**src/rtl/esc_pwm_ctrl.sv**
```systemverilog
// Multi-channel ESC PWM generator with UART byte-command parser, per-frame
// throttle slew limiting, arm/disarm gating and a command-loss watchdog.

module esc_pwm_lane #(
  parameter int CW     = 16,
  parameter int MIN_T  = 1000,
  parameter int UNIT_T = 1,
  parameter int SLEW   = 20
) (
  input  logic          clk,
  input  logic          rst_n,
  input  logic          frame_start,
  input  logic          zero,
  input  logic          arm_eff,
  input  logic [CW-1:0] cnt,
  input  logic [9:0]    tgt,
  output logic [9:0]    thr,
  output logic          pwm
);
  logic [9:0]    base, nxt;
  logic [CW-1:0] width, width_nxt;

  always_comb begin
    base = zero ? 10'd0 : thr;
    nxt  = base;
    if (frame_start) begin
      if (tgt > base)      nxt = (tgt - base > 10'(SLEW)) ? base + 10'(SLEW) : tgt;
      else if (base > tgt) nxt = (base - tgt > 10'(SLEW)) ? base - 10'(SLEW) : tgt;
    end
    // width is frozen for the whole frame so a mid-frame change cannot glitch the pulse
    width_nxt = frame_start ? CW'(MIN_T + int'(nxt) * UNIT_T) : width;
  end

  always_ff @(posedge clk) begin
    if (!rst_n) begin
      thr   <= '0;
      width <= '0;
      pwm   <= 1'b0;
    end else begin
      thr   <= nxt;
      width <= width_nxt;
      pwm   <= arm_eff && (cnt < width_nxt);
    end
  end
endmodule

module esc_pwm_ctrl #(
  parameter int CLK_HZ       = 50_000_000,
  parameter int FRAME_HZ     = 50,
  parameter int NCH          = 4,
  parameter int PULSE_MIN_US = 1000,
  parameter int PULSE_MAX_US = 2000,
  parameter int STEP         = 10,
  parameter int SLEW         = 20,
  parameter int WDOG_FRAMES  = 25
) (
  input  logic              clk,
  input  logic              rst_n,
  input  logic [7:0]        rx_data,
  input  logic              rx_valid,
  output logic [NCH-1:0]    pwm_out,
  output logic              armed,
  output logic              wdog_trip,
  output logic              cmd_err,
  output logic              frame_start,
  output logic [NCH*10-1:0] thr_cur
);
  localparam int     THR_MAX     = 1000;
  localparam int     FRAME_TICKS = CLK_HZ / FRAME_HZ;
  localparam int     CW          = $clog2(FRAME_TICKS);
  localparam int     CHW         = (NCH > 1) ? $clog2(NCH) : 1;
  localparam int     WW          = $clog2(WDOG_FRAMES + 1);
  localparam longint MIN_NUM     = longint'(PULSE_MIN_US) * longint'(CLK_HZ);
  localparam longint UNIT_NUM    = longint'(PULSE_MAX_US - PULSE_MIN_US) * longint'(CLK_HZ);
  localparam int     MIN_T       = int'(MIN_NUM / 64'sd1_000_000);
  localparam int     UNIT_T      = int'(UNIT_NUM / 64'sd1_000_000_000);

  if (UNIT_NUM % 64'sd1_000_000_000 != 0) begin : g_unit_chk
    $error("esc_pwm_ctrl: clocks per throttle unit is not an integer");
  end

  typedef enum logic [1:0] {IDLE, SET_HI, SET_LO} state_t;

  state_t                 state, state_nxt;
  logic [CW-1:0]          cnt;
  logic [CHW-1:0]         ch, ch_nxt;
  logic [7:0]             hi, hi_nxt;
  logic [15:0]            setval;
  logic [NCH-1:0][9:0]    tgt, tgt_nxt;
  logic [WW-1:0]          wd, wd_nxt;
  logic                   armed_nxt, err_nxt, trip_nxt, zero, lat_armed, arm_eff;

  assign frame_start = (cnt == '0);

  always_comb begin
    state_nxt = state;
    ch_nxt    = ch;
    hi_nxt    = hi;
    armed_nxt = armed;
    tgt_nxt   = tgt;
    err_nxt   = 1'b0;
    zero      = 1'b0;
    wd_nxt    = wd;
    trip_nxt  = wdog_trip;
    setval    = {hi, rx_data};
    if (rx_valid) begin
      case (state)
        IDLE: begin
          if (rx_data[7]) begin
            if (rx_data[6:0] < 7'(NCH)) begin
              ch_nxt    = rx_data[CHW-1:0];
              state_nxt = SET_HI;
            end else err_nxt = 1'b1;
          end else begin
            case (rx_data)
              8'h01: begin
                if (tgt == '0 && !armed) armed_nxt = 1'b1;
                else err_nxt = 1'b1;
              end
              8'h02: begin
                if (armed)
                  for (int i = 0; i < NCH; i++)
                    tgt_nxt[i] = (tgt[i] >= 10'(THR_MAX - STEP)) ? 10'(THR_MAX) : tgt[i] + 10'(STEP);
              end
              8'h03: begin
                for (int i = 0; i < NCH; i++)
                  tgt_nxt[i] = (tgt[i] <= 10'(STEP)) ? 10'd0 : tgt[i] - 10'(STEP);
              end
              8'h04: begin
                armed_nxt = 1'b0;
                tgt_nxt   = '0;
                zero      = 1'b1;
              end
              default: err_nxt = 1'b1;
            endcase
          end
        end
        SET_HI: begin
          hi_nxt    = rx_data;
          state_nxt = SET_LO;
        end
        SET_LO: begin
          if (armed) tgt_nxt[ch] = (setval > 16'(THR_MAX)) ? 10'(THR_MAX) : setval[9:0];
          state_nxt = IDLE;
        end
        default: state_nxt = IDLE;
      endcase
      wd_nxt   = '0;
      trip_nxt = 1'b0;
    end else if (!armed) begin
      wd_nxt = '0;
    end else if (frame_start && wd != WW'(WDOG_FRAMES)) begin
      // counter parks at the limit so the failsafe fires once per silence period
      wd_nxt = wd + 1'b1;
      if (wd_nxt == WW'(WDOG_FRAMES)) begin
        trip_nxt = 1'b1;
        tgt_nxt  = '0;
      end
    end
    arm_eff = frame_start ? armed_nxt : lat_armed;
  end

  always_ff @(posedge clk) begin
    if (!rst_n) begin
      cnt       <= '0;
      state     <= IDLE;
      ch        <= '0;
      hi        <= '0;
      tgt       <= '0;
      armed     <= 1'b0;
      lat_armed <= 1'b0;
      wd        <= '0;
      wdog_trip <= 1'b0;
      cmd_err   <= 1'b0;
    end else begin
      cnt       <= (cnt == CW'(FRAME_TICKS - 1)) ? '0 : cnt + 1'b1;
      state     <= state_nxt;
      ch        <= ch_nxt;
      hi        <= hi_nxt;
      tgt       <= tgt_nxt;
      armed     <= armed_nxt;
      wd        <= wd_nxt;
      wdog_trip <= trip_nxt;
      cmd_err   <= err_nxt;
      if (frame_start) lat_armed <= armed_nxt;
    end
  end

  for (genvar i = 0; i < NCH; i++) begin : g_lane
    esc_pwm_lane #(.CW(CW), .MIN_T(MIN_T), .UNIT_T(UNIT_T), .SLEW(SLEW)) u_lane (
      .clk         (clk),
      .rst_n       (rst_n),
      .frame_start (frame_start),
      .zero        (zero),
      .arm_eff     (arm_eff),
      .cnt         (cnt),
      .tgt         (tgt_nxt[i]),
      .thr         (thr_cur[i*10 +: 10]),
      .pwm         (pwm_out[i])
    );
  end
endmodule

```
**config.mk**
```make
export PLATFORM = sky130hd
export DESIGN_NAME = esc_pwm_ctrl
export DESIGN_NICKNAME = d
export VERILOG_FILES = /design/src/rtl/esc_pwm_ctrl.sv
export SDC_FILE = /design/constraint.sdc
export NUM_CORES = 1
export LEC_CHECK = 0
export ABC_AREA = 0
export CORE_MARGIN = 5
export CORE_UTILIZATION = 35
export CTS_CLUSTER_SIZE = 20
export DETAILED_ROUTE_END_ITERATION = 6
export GPL_TIMING_DRIVEN = 0
export PLACE_DENSITY_LB_ADDON = 0.1
export SETUP_SLACK_MARGIN = 0.05
export SYNTH_ARGS = -nofsm -noshare
export SYNTH_HDL_FRONTEND = slang
export SYNTH_HIERARCHICAL = 1
export SYNTH_SLANG_ARGS = --single-unit
```
**constraint.sdc**
```tcl
create_clock -name clk -period 15.1 [get_ports clk]
set_clock_uncertainty 0.15 [all_clocks]
set_input_delay 4.53 -clock clk [delete_from_list [all_inputs] [get_ports clk]]
set_output_delay 4.53 -clock clk [all_outputs]
set_load 0.03 [all_outputs]
```
==> metrics.md <==
| Metric | Value |
|---|---|
| Vias in the first global route | `25700` |
| Initial antenna violation count | `0` |
| Starting Density | `35.2%` |
| Slew Limit Headroom | `2.52%` |
| EDFF count, synth | `0` |
| Synth Flop Type | `dfxtp_1` |
| Vias per std cell | `5.98` |
| Mean Syn Cell Area | `7.63 µm²` |
| DP HPWL | `77.0 mm` |
| Critical path buffer and inverter count | `8` |
| Overall Global Routing Usage | `24.4%` |
| Initial detailed-routing violation count | `2704` |
| Crit-path max FO | `10` |
| Register-to-Register Setup Slack | `3.03 ns` |
| Largest area contributor in the netlist | `dfxtp_1` |
| Reg2reg start | `armed` |
| Post-route ant nets | `0` |
| GPL Wtd Cong | `0.978` |
| Layout area overhead | `13.5%` |
| CP arrival | `14.85 ns` |
| H-tree levels | `2` |
| Final hold viol count | `0` |
| FFs w/ async S/R, synth | `0%` |
| Later-pin clock latency in the skew report | `0.55 ns` |
| Via count | `26700` |
| Most frequent CP cell | `ha_1` |
| Critical Path Source | `rx_valid` |
| CTS hold repair buffers | `0` |
| Crit path required time | `15.38 ns` |
| Outcome | `finished, violations left` |
| Commonest non-fill, non-tap cells in the layout | `nor2_1, ha_1, inv_1` |
| Failing checks | `design-rule violations` |
| Setup violators final | `0` |
| F_max | `0.0686 GHz` |
| Max-slew violations | `0` |
| CTS tree | `yes` |
| CTS Buffer Depth | `3` |
| Routed wire length | `100 mm` |
| Root Buffer | `clkbuf_16` |
| DR DRC count | `7` |
| Share of cells above drive strength 1 | `9.19%` |
| Syn. warnings | `6` |
| # IOs | `59` |
| Logic depth of the worst setup path including buffers | `38` |
| Mapped Cells | `3357` |
| IO buf count | `55` |
| Crit path to | `g_lane[2].u_lane/pwm` |
| # rows | `99` |
| Register-to-Register Path Depth | `34` |
| Fin crit share | `96.5%` |
| CP max stage delay | `0.64 ns` |
| Worst slew pin tran | `1.46 ns` |
| Die footprint | `78700 µm²` |
| Post-synth top area share | `16.0%` |
| Clock Pin Slew Worst Setup and Hold Paths | `0.05 ns` |
| 1st-pass router iterations | `7` |
| Critical path class | `input pin to flip-flop` |
| Crit path max-delay cell type | `clkbuf_1` |
| Hold crit path type | `flip-flop to flip-flop` |
| Setup crit end kind | `flip-flop` |
| Grt total ovfl | `0` |
| Largest net degree at the start of global routing | `19` |
| Register area share after synthesis | `16.0%` |
| Max-cap viol count | `0` |
| Post-Syn Nets | `3705` |
| Global-route wire length before repair | `153 mm` |
| Core area | `72800 µm²` |
| Die X | `281 µm` |
| Final setup TNS | `0 ns` |
| RSZ-0062 raised after global routing | `false` |
| Die H | `281 µm` |
| DR WL/cell | `22.5 µm` |
| Count of cell types in the netlist | `126` |
| Post-synthesis register bit count | `205` |
| Nets | `3828` |
| Inserted Clock Buffers | `34` |
| Top post-synthesis cells by area | `dfxtp_1, ha_1, nor2_1, o21ai_0, a21oi_1` |
| Area of the mapped netlist | `25600 µm²` |
| Clock sink count | `205` |
| R2r endpoint | `g_lane[2].u_lane/pwm` |
| CP startpoint kind | `input pin` |
| CP top delay family | `compound AO/OA/AOI/OAI gates` |
| Min Clock Period, post-route | `14.57 ns` |
flip-flops by register name (all words and copies together) (netlist names):
| signal | flops |
|---|---|
| ch | 2 |
| state | 2 |
| hi | 8 |
| cmd_err | 1 |
| g_lane.u_lane/thr | 40 |
| armed | 1 |
| lat_armed | 1 |
| wdog_trip | 1 |
| tgt | 40 |
| g_lane.u_lane/pwm | 4 |
| wd | 5 |
| g_lane.u_lane/width | 80 |
| cnt | 20 |
tightest hold or removal path: cells and delay by family (launching register included):
kind	cells	cell delay (ns)
DFF	1	0.29
and+or+nand+nor	2	0.12
metal layers:
layer	wire length, µm	track usage, %
met5	0	0
met4	2670	5.81
met3	6830	3.84
met1	45400	33.6
met2	45500	40.2
synthesized netlist by cell type, types with 61 or more instances:
library cell,number
nor2_1,324
ha_1,313
inv_1,232
nand2_1,211
dfxtp_1,205
o21ai_0,184
a21oi_1,182
clkbuf_1,118
nand3_1,107
nor3_1,101
xnor2_1,98
nor2b_1,64
a31oi_1,61
how the worst min path moves through the flow:
stage,startpoint,endpoint,slack [ns],cells after the start
3_5_place_dp,g_lane[2].u_lane/width[18],g_lane[2].u_lane/width[18],0.31,2
3_3_place_gp,g_lane[0].u_lane/width[19],g_lane[0].u_lane/width[19],0.30,2
4_1_cts,g_lane[2].u_lane/width[18],g_lane[2].u_lane/width[18],0.32,2
5_1_grt,g_lane[2].u_lane/width[18],g_lane[2].u_lane/width[18],0.33,2
6_report,g_lane[0].u_lane/width[18],g_lane[0].u_lane/width[18],0.31,2
2_1_floorplan,g_lane[0].u_lane/width[17],g_lane[0].u_lane/width[17],0.28,2
timing repair:
item	CTS	global route
setup endpoints to repair	4	4
hold endpoints to repair	0	0
setup buffers	8	24
pin swaps	3	11
gates resized for setup	12	50
area by class of cell:
cell class,instances,area [µm²]
antenna,2,5.00
buffer,175,796
clock buffer,42,962
clock inverter,18,260
fill,7580,43800
inverter,234,878
multi-input combinational,2742,20000
sequential,205,4100
tap,959,1200
timing repair buffer,88,823
cell families after synthesis:
| family | synth area share, % |
|---|---|
| and+or+nand+nor | 24.4 |
| AOI/OAI and AO/OA | 27.8 |
| buffers and inverters | 6.50 |
| adders and majority gates | 17.2 |
| DFF | 16.0 |
| xor gates and xnor gates | 5.37 |
| muxes | 2.78 |
metrics by stage:
step	cell area [µm²]	worst slack [ns]	hold slack, ns	util (%)	std cells
6_report	29100	0.533	0.312	39.9	4465
5_1_grt	29100	0.0594	0.330	39.9	4463
3_5_place_dp	27400	-1.22	0.310	37.6	4371
3_3_place_gp	27400	-1.24	0.301	37.6	4371
2_1_floorplan	25600	2.17	0.280	-	3357
4_1_cts	28700	0.0806	0.320	39.4	4439
Power is not shown: default switching activity piles up to over one toggle a cycle in this logic, so the estimate is an artifact.
